## src/rtl/sseg_readback_if.sv

```systemverilog
// Seven-segment readback bus: display pins in, decoded frame and status pulses out.
// Latency: none, wiring only.
// Backpressure: none; the display side never stalls and the status pulses are fire-and-forget.
interface sseg_readback_if;
    logic [6:0]  seg_n;
    logic [3:0]  an_n;
    logic [15:0] bcd_value;
    logic [3:0]  blank_mask;
    logic        value_valid;
    logic        pattern_err;
    logic        frame_timeout;

    // display driver side
    modport master (
        output seg_n, an_n,
        input  bcd_value, blank_mask, value_valid, pattern_err, frame_timeout
    );

    // readback side
    modport slave (
        input  seg_n, an_n,
        output bcd_value, blank_mask, value_valid, pattern_err, frame_timeout
    );
endinterface

```

## src/rtl/sseg_readback.sv

```systemverilog
// Decodes a multiplexed active-low 4-digit seven-segment bus back to BCD, one word per full frame.
// Latency: capture STABLE_CYCLES edges after a pattern appears at the pins; publish one edge after the 4th capture.
// Backpressure: none; frames that do not complete within TIMEOUT_CYCLES are dropped and flagged.
module sseg_readback #(
    parameter int STABLE_CYCLES  = 4,
    parameter int TIMEOUT_CYCLES = 1024
) (
    input  logic           clk,
    input  logic           reset,
    sseg_readback_if.slave bus
);
    localparam int SW = $clog2(STABLE_CYCLES + 1);
    localparam int TW = $clog2(TIMEOUT_CYCLES + 1);
    localparam logic [SW-1:0] STABLE_MAX = SW'(STABLE_CYCLES);
    localparam logic [TW-1:0] TMO_LAST   = TW'(TIMEOUT_CYCLES - 1);
    localparam logic [TW-1:0] TMO_MAX    = TW'(TIMEOUT_CYCLES);

    typedef enum logic [1:0] {IDLE, QUAL, HELD} state_t;

    // pin sample S and the sample before it
    logic [6:0] s_seg, p_seg;
    logic [3:0] s_an, p_an;

    state_t        state, state_nxt;
    logic [SW-1:0] stab_cnt, stab_cnt_nxt;
    logic          restart, advance, capture;

    logic       an_ok, s_changed;
    logic [1:0] dig_idx;

    logic [3:0] dec_nib;
    logic       dec_blank, dec_err;

    logic [3:0][3:0] shadow;
    logic [3:0]      shadow_blank;
    logic [3:0]      seen, seen_nxt;
    logic [TW-1:0]   tmo_cnt, tmo_cnt_nxt;
    logic            complete, timeout_hit;

    logic [15:0] bcd_q;
    logic [3:0]  blank_q;
    logic        valid_q, err_q, tmo_q;

    assign bus.bcd_value     = bcd_q;
    assign bus.blank_mask    = blank_q;
    assign bus.value_valid   = valid_q;
    assign bus.pattern_err   = err_q;
    assign bus.frame_timeout = tmo_q;

    assign s_changed = (s_seg != p_seg) || (s_an != p_an);

    // register the pins once and keep the previous sample for stability compares
    always_ff @(posedge clk) begin
        if (reset) begin
            s_seg <= 7'h7F;
            p_seg <= 7'h7F;
            s_an  <= 4'hF;
            p_an  <= 4'hF;
        end else begin
            s_seg <= bus.seg_n;
            p_seg <= s_seg;
            s_an  <= bus.an_n;
            p_an  <= s_an;
        end
    end

    // exactly one anode low selects the digit slot; none or several is not a digit
    always_comb begin
        an_ok   = 1'b1;
        dig_idx = 2'd0;
        case (s_an)
            4'b1110: dig_idx = 2'd0;
            4'b1101: dig_idx = 2'd1;
            4'b1011: dig_idx = 2'd2;
            4'b0111: dig_idx = 2'd3;
            default: an_ok = 1'b0;
        endcase
    end

    // segment pattern back to BCD; all-dark is a blank digit, anything else unknown is an error
    always_comb begin
        dec_nib   = 4'hE;
        dec_blank = 1'b0;
        dec_err   = 1'b0;
        case (s_seg)
            7'b1000000: dec_nib = 4'd0;
            7'b1111001: dec_nib = 4'd1;
            7'b0100100: dec_nib = 4'd2;
            7'b0110000: dec_nib = 4'd3;
            7'b0011001: dec_nib = 4'd4;
            7'b0010010: dec_nib = 4'd5;
            7'b0000010: dec_nib = 4'd6;
            7'b1111000: dec_nib = 4'd7;
            7'b0000000: dec_nib = 4'd8;
            7'b0010000: dec_nib = 4'd9;
            7'b1111111: begin
                dec_nib   = 4'hF;
                dec_blank = 1'b1;
            end
            default: dec_err = 1'b1;
        endcase
    end

    // qualification FSM state and stability counter
    always_ff @(posedge clk) begin
        if (reset) begin
            state    <= IDLE;
            stab_cnt <= '0;
        end else begin
            state    <= state_nxt;
            stab_cnt <= stab_cnt_nxt;
        end
    end

    // next state: restart on any change of a valid digit, count identical samples, capture once
    always_comb begin
        state_nxt    = state;
        stab_cnt_nxt = stab_cnt;
        restart      = 1'b0;
        advance      = 1'b0;
        capture      = 1'b0;
        case (state)
            IDLE: begin
                if (an_ok) restart = 1'b1;
            end
            QUAL: begin
                if (!an_ok)         state_nxt = IDLE;
                else if (s_changed) restart   = 1'b1;
                else                advance   = 1'b1;
            end
            HELD: begin
                if (!an_ok)         state_nxt = IDLE;
                else if (s_changed) restart   = 1'b1;
            end
            default: state_nxt = IDLE;
        endcase
        if (restart) begin
            stab_cnt_nxt = SW'(1);
            state_nxt    = QUAL;
        end
        if (advance && stab_cnt != STABLE_MAX) begin
            stab_cnt_nxt = stab_cnt + SW'(1);
        end
        if ((restart || advance) && stab_cnt_nxt == STABLE_MAX) begin
            capture   = 1'b1;
            state_nxt = HELD;
        end
    end

    // frame bookkeeping: completion takes priority over timeout in the same cycle
    always_comb begin
        complete    = (seen == 4'b1111);
        timeout_hit = !complete && (seen != 4'b0000) && (tmo_cnt == TMO_LAST);
        seen_nxt    = (complete || timeout_hit) ? 4'b0000 : seen;
        if (capture) seen_nxt[dig_idx] = 1'b1;
        if (seen == 4'b0000 || complete || timeout_hit) tmo_cnt_nxt = '0;
        else if (tmo_cnt != TMO_MAX)                     tmo_cnt_nxt = tmo_cnt + TW'(1);
        else                                             tmo_cnt_nxt = tmo_cnt;
    end

    // shadow capture, frame publish and single-cycle status pulses
    always_ff @(posedge clk) begin
        if (reset) begin
            shadow       <= '0;
            shadow_blank <= 4'b0000;
            seen         <= 4'b0000;
            tmo_cnt      <= '0;
            bcd_q        <= 16'h0000;
            blank_q      <= 4'b0000;
            valid_q      <= 1'b0;
            err_q        <= 1'b0;
            tmo_q        <= 1'b0;
        end else begin
            valid_q <= complete;
            tmo_q   <= timeout_hit;
            err_q   <= capture && dec_err;
            if (complete) begin
                bcd_q   <= shadow;
                blank_q <= shadow_blank;
            end
            if (capture) begin
                shadow[dig_idx]       <= dec_nib;
                shadow_blank[dig_idx] <= dec_blank;
            end
            seen    <= seen_nxt;
            tmo_cnt <= tmo_cnt_nxt;
        end
    end
endmodule
```

## src/flat_wrapper.sv

```systemverilog
// flat-port wrapper written by rule: the top's interface ports become plain ports
module sseg_readback_flat 
#(
    parameter int STABLE_CYCLES  = 4,
    parameter int TIMEOUT_CYCLES = 1024
)
  (clk, reset, bus_seg_n, bus_an_n, bus_bcd_value, bus_blank_mask, bus_value_valid, bus_pattern_err, bus_frame_timeout);
  sseg_readback_if bus_i ();
  input  logic clk;
  input  logic reset;
  input wire logic [$bits(bus_i.seg_n)-1:0] bus_seg_n;
  input wire logic [$bits(bus_i.an_n)-1:0] bus_an_n;
  output wire logic [$bits(bus_i.bcd_value)-1:0] bus_bcd_value;
  output wire logic [$bits(bus_i.blank_mask)-1:0] bus_blank_mask;
  output wire logic [$bits(bus_i.value_valid)-1:0] bus_value_valid;
  output wire logic [$bits(bus_i.pattern_err)-1:0] bus_pattern_err;
  output wire logic [$bits(bus_i.frame_timeout)-1:0] bus_frame_timeout;
  assign bus_i.seg_n = bus_seg_n;
  assign bus_i.an_n = bus_an_n;
  assign bus_bcd_value = bus_i.bcd_value;
  assign bus_blank_mask = bus_i.blank_mask;
  assign bus_value_valid = bus_i.value_valid;
  assign bus_pattern_err = bus_i.pattern_err;
  assign bus_frame_timeout = bus_i.frame_timeout;
  sseg_readback #(.STABLE_CYCLES(STABLE_CYCLES), .TIMEOUT_CYCLES(TIMEOUT_CYCLES)) u_core (.clk(clk), .reset(reset), .bus(bus_i));
endmodule
```

## config.mk

```make
export PLATFORM = sky130hd
export DESIGN_NAME = sseg_readback_flat
export DESIGN_NICKNAME = d
export VERILOG_FILES = /design/src/rtl/sseg_readback_if.sv /design/src/rtl/sseg_readback.sv /design/src/flat_wrapper.sv
export SDC_FILE = /design/constraint.sdc
export NUM_CORES = 1
export LEC_CHECK = 0
export BUFFER_PORTS_ARGS = -buffer_cell sky130_fd_sc_hd__buf_2
export CORE_ASPECT_RATIO = 0.9
export CORE_MARGIN = 1
export CORE_UTILIZATION = 38
export DETAILED_ROUTE_END_ITERATION = 8
export SLEW_MARGIN = 15
export SYNTH_ARGS = -nofsm -noshare
export SYNTH_HDL_FRONTEND = slang
export SYNTH_SLANG_ARGS = --single-unit
```

## constraint.sdc

```tcl
create_clock -name clk -period 1.77 [get_ports clk]
set_clock_uncertainty 0.05 [all_clocks]
set_input_delay 0.354 -clock clk [delete_from_list [all_inputs] [get_ports clk]]
set_output_delay 0.354 -clock clk [all_outputs]
set_load 0.03 [all_outputs]
```

Yosys cells after proc, flatten, opt, wreduce, memory -nomap -nowiden
Index checks and enable logic that the tools add are counted.
Operators by class
  $add $sub $neg: 2
  magnitude comparators: 2
  equality and inequality tests: 27
  multiplexer cells: 27
  bitwise logic cells: 1
  reductions and logical operators: 23
Operators with widths (number)
  $pmux 4 s11: 1
  $eq 7x7->1 const B: 4
  $eq 7x5->1 const B: 3
  $bwmux 16: 1
  $eq 4x4->1 const B: 4
  $eq 7x6->1 const B: 2
  $mux 4: 3
  $add 11x1->11 const B: 1
  $eq 11x10->1 const B: 1
  $mux 1: 11
  $ne 11x11->1 const B: 1
  $reduce_or 11->1: 1
  $demux 4 s2: 1
  $eq 7x2->1 const B: 1
  $logic_not 7->1: 1
  $ne 7x7->1: 1
  $logic_and 1x1->1: 6
  $mux 2: 3
  $mux 3: 2
  $pmux 2 s3: 1
  $reduce_or 2->1: 3
  $logic_or 1x1->1: 5
  $bwmux 4: 1
  $eq 4x3->1 const B: 1
  other kinds (22): 23
Word-level totals
  register bits: 85
  bits of input ports: 13
  output and inout port bits: 23
  word-level logic and storage cells: 101

Longest topological paths before layout
Gate-level depths: netlist of the first run.
  depth in word-level cells: 11
  mapped depth: 9
  mapped depth without buffers: 8

Worst setup path before layout of the first run
OpenSTA, ideal clock, no wires.
  path kind: register to register
  start: reg u_core.stab_cnt[0]
  end: reg u_core.shadow[9] (netlist name)
  library setup time: 0.128 ns
  arrival: 1.788 ns
  data required time: 1.592 ns
  setup slack: -0.196 ns
  stages on the path, launching flop included: 10
  buffers on the path: 1
  path through: dfxtp_1 > inv_1 > ha_1 > nor3b_1 > a21oi_1 > and4b_1 > buf_6 > o2111ai_2 > mux2i_1 > nor2_1
On the way
  longest elaborated chain between the ends: 6
  elaborated cells between the ends (all ways): 8
Ends and longest elaborated chain
  from (decl): line sseg_readback.sv:25  | logic [SW-1:0] stab_cnt, stab_cnt_nxt;
  from (signal assigned): line sseg_readback.sv:111  | stab_cnt <= stab_cnt_nxt;
  parallel branches: the longest is 2 deep, another holds $add 3x1->3
  $mux 3 (*): line sseg_readback.sv:141  | if (advance && stab_cnt != STABLE_MAX) begin
  $eq 3x3->1 (*): line sseg_readback.sv:144  | if ((restart || advance) && stab_cnt_nxt == STABLE_MAX) begin
  $logic_and 1x1->1 (*): line sseg_readback.sv:144
  $mux 1 (*): line sseg_readback.sv:144
  to (signal, indexed assignment): line sseg_readback.sv:182  | shadow[dig_idx] <= dec_nib;
  to (decl): line sseg_readback.sv:34  | logic [3:0][3:0] shadow;
Every way passes the cells marked *.
A chain may end at the register's enable or synchronous reset.

Final worst setup path of the first run
  start: reg u_core.stab_cnt[0]
  end: reg u_core.shadow[14] (netlist name)
The elaborated chain is that of the path after synthesis.

==> impl_metrics.yaml, run 1 <==
outcome:
  outcome: "complete, but fails checks"
  violations: "setup timing"
hold_path:
  holdPathStages: 2
  min_to: "u_core.s_an[3]"
  min_path_type: "in -> reg"
  min_from: "bus_an_n[3]"
worst_setup_path:
  reg2reg_setup_slack_ps: -170
  worstSetupStartpointType: "flop"
  crit_fanout: 6
  crit_required_ps: 2010
  rr_endpoint: "u_core.shadow[14]"
  worstSetupPathType: "reg -> reg"
  r2r_start: "u_core.stab_cnt[0]"
  reg2regPathDepth: 10
  arrival_ps: 2180
  endpoint_kind: "flop"
global_routing:
  antenna_found_initial: 0
  grt_pass1_wl_mm: 12.5
  grt_pass1_vias: 2724
  grt_max_degree: 72
  track_usage_pct: 15.6
  grt_overflow_total: 0
timing:
  layout_worst_path_cycle_share_pct: 110
  fin_setup_tns_ps: -2210
  hold_viol: 0
  max_slew_margin_pct: 75.3
  drv_slew: 0
  finalCriticalPeriod_ps: 1940
  setup_ws_ps: -171
  setup_viol: 28
  rsz0062_at_grt: "yes"
  max_freq_ghz: 0.515
  worst_pin_slew_ps: 368
synth:
  yosysUniqueCellTypes: 56
  ys_seq_elements: 85
  synth.avg_cell_area_um2: 9.24
  yosysTopAreaCell: "dfxtp_1"
  ys_warn_count: 0
  synth_cells: 408
  syn_nets: 428
  synth_area_um2: 3770
  synth_edf_count: 0
  synthTopCellsByArea: "dfxtp_1 (45%), nand2_1 (5.0%), a21oi_1 (4.9%)"
  synth_top_area_share_pct: 45.1
  synthFlopType: "dfxtp_1"
  ys_seq_area_share_pct: 45.1
  synthArstFlopShare_pct: 0
cells_and_area:
  final_area_um2: 4920
  final_common_cell: "dfxtp_1"
  final_cell_mix: "dfxtp_1 (76), nand2_1 (48), buf_4 (45)"
  multi_input_area_um2: 2070
  nFillCells: 882
  post-route-util_pct: 50.9
  layout.nets: 511
  drive_above_1_share_pct: 37.5
  seqCellArea_um2: 1720
  diodes: 0
  area_growth_pct: 30.5
die:
  initial_utilization_pct: 39.1
  die-area_um2: 10300
  coreArea_um2: 9660
  die_y_um: 96.5
  die_w_um: 107
  rows: 34
  ios: 36
place:
  place_area_um2: 4410
  place_ws_ps: -297
  portBuffers: 35
  dpl.hpwl_mm: 5.27
  place.gp.congestion: 0.771
clocking:
  clockBufferDepth: 2
  clkSinkCount: 85
  cts_buffers: 9
  htreeDepth: 3
  clkTransAtPathRegs_ps: 80
  hold_buffers: 0
  ctsRootBufferMaster: "clkbuf_8"
  tritoncts: "built"
  clk_latency_ps: 360
route:
  drtAntennaViolNets: 0
  drc: 0
  drtIter0Drc: 111
  drt_pre_antenna_iters: 5
  wire_per_inst_um: 12.6
  routed_wl_mm: 7.85
  routed_via_density: 4.89
  num_vias: 3039
pwr:
  p_total_mw: 3.77
  p_leak_nw: 1.94
  vdd_ir_drop_max_mv: 0.557
  cellPowerDensity_nw_per_um2: 765
flow_run:
  cap_violations: 0
[metal layers]
| metal | vias to the layer above | part of all wire (%) | track usage (%) |
|---|---|---|---|
| met4 | 0 | 1.2 | 5.14 |
| met2 | 43 | 48 | 25.8 |
| met3 | 12 | 3.2 | 4.23 |
| met5 | - | 0 | 0 |
| li1 | 1572 | - | - |
| met1 | 1412 | 48 | 19.8 |
[worst max-delay path, stage by stage (launching register included)]
cell and delay (ps):
dfxtp_2 360, inv_2 60, ha_4 170, nor3b_2 140, a21oi_1 60, and4b_1 300
buf_12 140, o2111ai_4 190, buf_4 200, buf_6 110, o21ai_1 100
[worst max path at each step]
stage,start,end
global placement,u_core.s_an[2],u_core.shadow_blank[1]
finish,u_core.stab_cnt[0],u_core.shadow[14]
CTS,u_core.stab_cnt[1],u_core.shadow[7]
floorplan,u_core.s_an[3],u_core.stab_cnt[2]
detailed placement,u_core.s_an[2],u_core.shadow_blank[0]
global route,u_core.stab_cnt[0],u_core.seen[3]
[cell usage after synthesis (all sizes together) (3+ instances only)]
master   instances
dfxtp           85
nand3b          13
buf              7
o211ai           5
ha               7
nor3             6
xor2             3
nor2            31
and3             5
xnor2           18
a211oi           3
or2             23
nor3b            5
nand3           17
a21oi           37
a21o             4
clkbuf          18
o2111ai          4
and4b            4
inv             10
o21ai           15
and4             3
nand2           50
nor4             4
nand4            4
mux2i            8
[repair_timing]
item                                    CTS  global route
setup buffers                             8             7
resized for setup                        33            22
endpoints found under the setup margin   30            38
pin swaps                                20            18
gates cloned                              1             0
[through the flow]
stage                     hold slack (ps)  instances
after global routing                  102        622
final                                 127        622
after CTS                             108        616
after floorplan                       382        408
after global placement                391        592
after detailed placement              393        592
[area by class of cell]
| type | instances | area share, % |
|---|---|---|
| Clock buffer | 11 | 2.87 |
| Clock inverter | 5 | 1.22 |
| Inverter | 10 | 0.814 |
| Multi-Input combinational cell | 289 | 42.1 |
| Sequential cell | 85 | 35.0 |
| Tap cell | 126 | 3.20 |
| Timing Repair Buffer | 96 | 14.8 |
[where the power goes]
group          internal [mW]  leakage, nW  total, mW  switching (mW)
Sequential              1.94        0.693       1.97          0.0308
Combinational          0.214         1.15      0.420           0.206
Clock                  0.693       0.0995       1.37           0.682
Total                   2.85         1.94       3.77           0.918
[sequential cells by signal (all words and copies together) (netlist names)]
signal and cells:
u_core.p_seg 7, u_core.bus.blank_mask 4, u_core.tmo_cnt 11, u_core.state 2, u_core.shadow_blank 4, u_core.p_an 4
u_core.bus.frame_timeout 1, u_core.seen 4, u_core.s_an 4, u_core.shadow 16, u_core.s_seg 7, u_core.bus.pattern_err 1
u_core.bus.bcd_value 16, u_core.stab_cnt 3, u_core.bus.value_valid 1
[logic make-up after synthesis]
family | share of synthesized area (%)
xor gates and xnor gates | 5.97
muxes | 2.82
buffers and inverters | 4.74
DFF | 45.1
adders and majority gates | 2.32
and+or+nand+nor | 25.3
AOI/OAI and AO/OA | 13.7
Power figures use the tool's default switching activity.
==> run 2, diff against run 1 <==
Settings changed: MAX_ROUTING_LAYER set to met4.
==> impl_metrics.yaml, run 2 (synthesized netlist as in run 1, its figures left out) <==
outcome:
  outcome: "complete, but fails checks"
  violations: "setup timing"
route:
  drt_pre_antenna_iters: 5
  num_vias: 3032
  wire_per_inst_um: 12.5
  routed_via_density: 4.87
  drtAntennaViolNets: 0
  drtIter0Drc: 98
  routed_wl_mm: 7.80
  drc: 0
hold_path:
  min_path_type: "in -> reg"
clocking:
  cts_buffers: 9
  clkTransAtPathRegs_ps: 80
  clk_latency_ps: 360
  hold_buffers: 0
  clkSinkCount: 85
  tritoncts: "built"
  ctsRootBufferMaster: "clkbuf_8"
  htreeDepth: 3
  clockBufferDepth: 2
cells_and_area:
  final_cell_mix: "dfxtp_1 (76), nand2_1 (48), buf_4 (47)"
  final_area_um2: 4910
  layout.nets: 511
  final_common_cell: "dfxtp_1"
  diodes: 0
  drive_above_1_share_pct: 37.5
  post-route-util_pct: 50.9
  area_growth_pct: 30.3
timing:
  hold_viol: 0
  fin_setup_tns_ps: -2110
  rsz0062_at_grt: "yes"
  layout_worst_path_cycle_share_pct: 109
  worst_pin_slew_ps: 368
  max_freq_ghz: 0.519
  finalCriticalPeriod_ps: 1930
  setup_viol: 25
  setup_ws_ps: -158
  drv_slew: 0
  max_slew_margin_pct: 75.3
worst_setup_path:
  r2r_start: "u_core.stab_cnt[0]"
  reg2regPathDepth: 10
  crit_required_ps: 2020
  arrival_ps: 2180
  endpoint_kind: "flop"
  startpoint: "u_core.stab_cnt[0]"
  worstSetupPathType: "reg -> reg"
  reg2reg_setup_slack_ps: -160
  crit_fanout: 6
  worstSetupStartpointType: "flop"
  rr_endpoint: "u_core.seen[3]"
  setup.worst_path.end: "u_core.seen[3]"
place:
  portBuffers: 35
  place_area_um2: 4410
  place.gp.congestion: 0.781
  place_ws_ps: -297
  dpl.hpwl_mm: 5.27
pwr:
  p_total_mw: 3.76
  p_leak_nw: 1.94
  vdd_ir_drop_max_mv: 0.555
  cellPowerDensity_nw_per_um2: 766
global_routing:
  grt_overflow_total: 0
  grt_max_degree: 72
  track_usage_pct: 16.1
  grt_pass1_vias: 2719
  antenna_found_initial: 0
  grt_pass1_wl_mm: 12.6
flow_run:
  cap_violations: 0
die:
  die-area_um2: 10300
  initial_utilization_pct: 39.1
  ios: 36
  coreArea_um2: 9660
  die_y_um: 96.5
  die_w_um: 107
  rows: 34
run 2: cell counts in the layout (fill, tap and decap cells not counted):
No cell type changed its count.
run 2: layout make-up:
type	instances	area, µm²
clock buffers	11	141
clock inverters	5	60.1
multi-input cells	289	2070
repair buffers	96	721
fillers	883	4740
well taps	126	158
flip-flops and latches	85	1720
inverters	10	40.0
run 2: worst min-delay path by stage:
stage,from,to,depth (start not counted)
6_report,bus_seg_n[3],u_core.s_seg[3],2
2_1_floorplan,u_core.shadow[13],u_core.bus.bcd_value[13],2
5_1_grt,bus_an_n[3],u_core.s_an[3],2
4_1_cts,bus_an_n[3],u_core.s_an[3],2
3_3_place_gp,u_core.bus.bcd_value[7],u_core.bus.bcd_value[7],2
3_5_place_dp,u_core.bus.bcd_value[8],u_core.bus.bcd_value[8],2
run 2: timing repair:
item | in CTS | in global routing
pin swaps | 20 | 17
endpoints found under the hold margin | 0 | 0
endpoints found under the setup margin | 30 | 38
gates cloned | 1 | 0
resized for setup | 33 | 20
buffers inserted | 8 | 7
run 2: through the flow:
step	std cells	hold slack, ps
after detailed placement	592	393
final	622	126
after floorplan	408	382
after CTS	616	108
after global placement	592	391
after global routing	622	102
run 2: power breakdown:
part / internal [mW] / switching, mW / total (mW)
clock network: 0.693 / 0.682 / 1.37
logic: 0.213 / 0.206 / 0.419
registers: 1.94 / 0.0307 / 1.97
total: 2.85 / 0.918 / 3.76
run 2: critical path, stage by stage, from the launching register on:
cell	delay [ps]
dfxtp_2	360
inv_2	60
ha_4	170
nor3b_2	140
a21oi_1	60
and4b_1	300
buf_12	140
o2111ai_4	190
buf_4	200
buf_6	100
a21oi_2	100
run 2: routing by layer:
layer  track usage (%)  share of wire, %
met1              19.9                49
met2              25.8                46
met5                 -                 0
met3              4.23               3.1
met4              5.14               1.6
==> run 3, diff against run 2 <==
Settings changed: PLACE_DENSITY_LB_ADDON set to 0.05.
==> impl_metrics.yaml, run 3 (synthesized netlist as in run 1, its figures left out) <==
route:
  drc: 0
  wire_per_inst_um: 13.5
  routed_wl_mm: 8.47
  drtIter0Drc: 118
  drt_pre_antenna_iters: 4
  num_vias: 3100
  routed_via_density: 4.95
  drtAntennaViolNets: 0
outcome:
  violations: "setup timing"
  outcome: "complete, but fails checks"
cells_and_area:
  multi_input_area_um2: 2170
  fin_cells: 626
  seqCellArea_um2: 1720
  nFillCells: 888
  area_growth_pct: 32.7
  drive_above_1_share_pct: 38.2
  diodes: 0
  layout.nets: 516
  post-route-util_pct: 51.8
  final_common_cell: "dfxtp_1"
  final_cell_mix: "dfxtp_1 (76), nand2_1 (49), buf_4 (46)"
die:
  rows: 34
  die_y_um: 96.5
  coreArea_um2: 9660
  ios: 36
  initial_utilization_pct: 39.1
  die_w_um: 107
  die-area_um2: 10300
clocking:
  ctsRootBufferMaster: "clkbuf_8"
  clkTransAtPathRegs_ps: 90
  tritoncts: "built"
  htreeDepth: 3
  clk_latency_ps: 360
  cts_buffers: 9
  clkSinkCount: 85
  hold_buffers: 0
  clockBufferDepth: 2
worst_setup_path:
  crit_required_ps: 1960
  endpoint_kind: "flop"
  worstSetupStartpointType: "flop"
  crit_fanout: 5
  worstSetupPathType: "reg -> reg"
  path_cells: "buf_6 -> xnor2_2 -> nand4_2 -> buf_6 -> nor3_4 -> buf_6 -> nand3_4 -> buf_4 -> buf_6 -> nor2_4 -> nor4_4"
  slowest_delay_ps: 370
  slowest_stage: "dfxtp_4"
  arrival_ps: 2110
  crit_top_cell: "buf_6"
place:
  place.gp.congestion: 0.771
  portBuffers: 35
  dp.cells: 589
  dpl.hpwl_mm: 5.34
  place_ws_ps: -368
global_routing:
  grt_pass1_wl_mm: 14.7
  antenna_found_initial: 0
  grt_max_degree: 69
  track_usage_pct: 18.8
  grt_overflow_total: 0
  grt_pass1_vias: 3061
flow_run:
  cap_violations: 0
pwr:
  vdd_ir_drop_max_mv: 0.568
  cellPowerDensity_nw_per_um2: 728
  p_leak_nw: 1.92
timing:
  finalCriticalPeriod_ps: 1910
  hold_viol: 0
  max_slew_margin_pct: 72.7
  setup_ws_ps: -145
  max_freq_ghz: 0.522
  setup_viol: 28
  worst_pin_slew_ps: 406
  rsz0062_at_grt: "yes"
  layout_worst_path_cycle_share_pct: 108
  drv_slew: 0
hold_path:
  min_path_type: "in -> reg"
==> run 3: cell types whose count changed in the layout (fill, tap and decap cells not counted), moves of 2 or more <==
cell | before | now
buf_6 | 10 | 12
inv_1 | 7 | 9
ha_2 | 1 | 4
o2111ai_4 | 5 | 8
ha_1 | 5 | 2
==> run 3: cell type report <==
class                      instances  share of cell area [%]
inverter                          10                   0.750
clock buffer                      10                    2.55
tap                              126                    3.15
multi-input combinational        292                    43.3
sequential                        85                    34.4
clock inverter                     5                   0.750
timing repair buffer              98                    15.1
==> run 3: path summary, 6_finish.rpt <==
check | start | end | slack (ps) | depth (start not counted)
worst min-delay path | bus_an_n[3] | u_core.s_an[3] | 120 | 2
worst max register to register | u_core.s_an[0] | u_core.stab_cnt[1] | -140 | 11
worst min register to register | u_core.bus.bcd_value[11] | u_core.bus.bcd_value[11] | 410 | 2
worst max-delay path | u_core.s_an[0] | u_core.stab_cnt[1] | -140 | 11
==> run 3: per-stage QoR <==
| step | cell area, µm² | hold slack [ps] | setup TNS (ps) | power (mW) |
|---|---|---|---|---|
| after detailed placement | 4370 | 394 | -8030 | 2.37 |
| after global routing | 5000 | 109 | -5690 | 3.81 |
| final | 5000 | 119 | -2240 | 3.64 |
| after floorplan | 3820 | 382 | -2730 | 2.25 |
| after global placement | 4370 | 392 | -7470 | 2.37 |
| after CTS | 4930 | 97.9 | -1860 | 3.67 |
==> run 3: report_power, final <==
group,switching (mW),internal [mW],leakage (nW)
logic,0.221,0.228,1.14
clock network,0.715,0.507,0.0787
registers,0.0279,1.94,0.693
==> run 3: routing by layer <==
| metal | track usage, % | share of wire (%) | vias to the layer above |
|---|---|---|---|
| li1 | - | - | 1599 |
| met1 | 22.9 | 48 | 1442 |
| met2 | 30.7 | 47 | 41 |
| met3 | 4.09 | 2.8 | 18 |
| met4 | 7.08 | 2.1 | 0 |
| met5 | - | 0 | - |
==> run 3: repair_timing <==
action,CTS,global route
pin swaps,36,11
cloned,4,0
setup endpoints to repair,30,39
resized for setup,43,14
buffers inserted,17,2
==> run 3: worst max-delay path: cells and delay by family (launching register included) <==
kind          cells  cell delay (ps)
buf+inv           5              680
flops             1              370
xor+xnor          1              150
simple gates      5              550
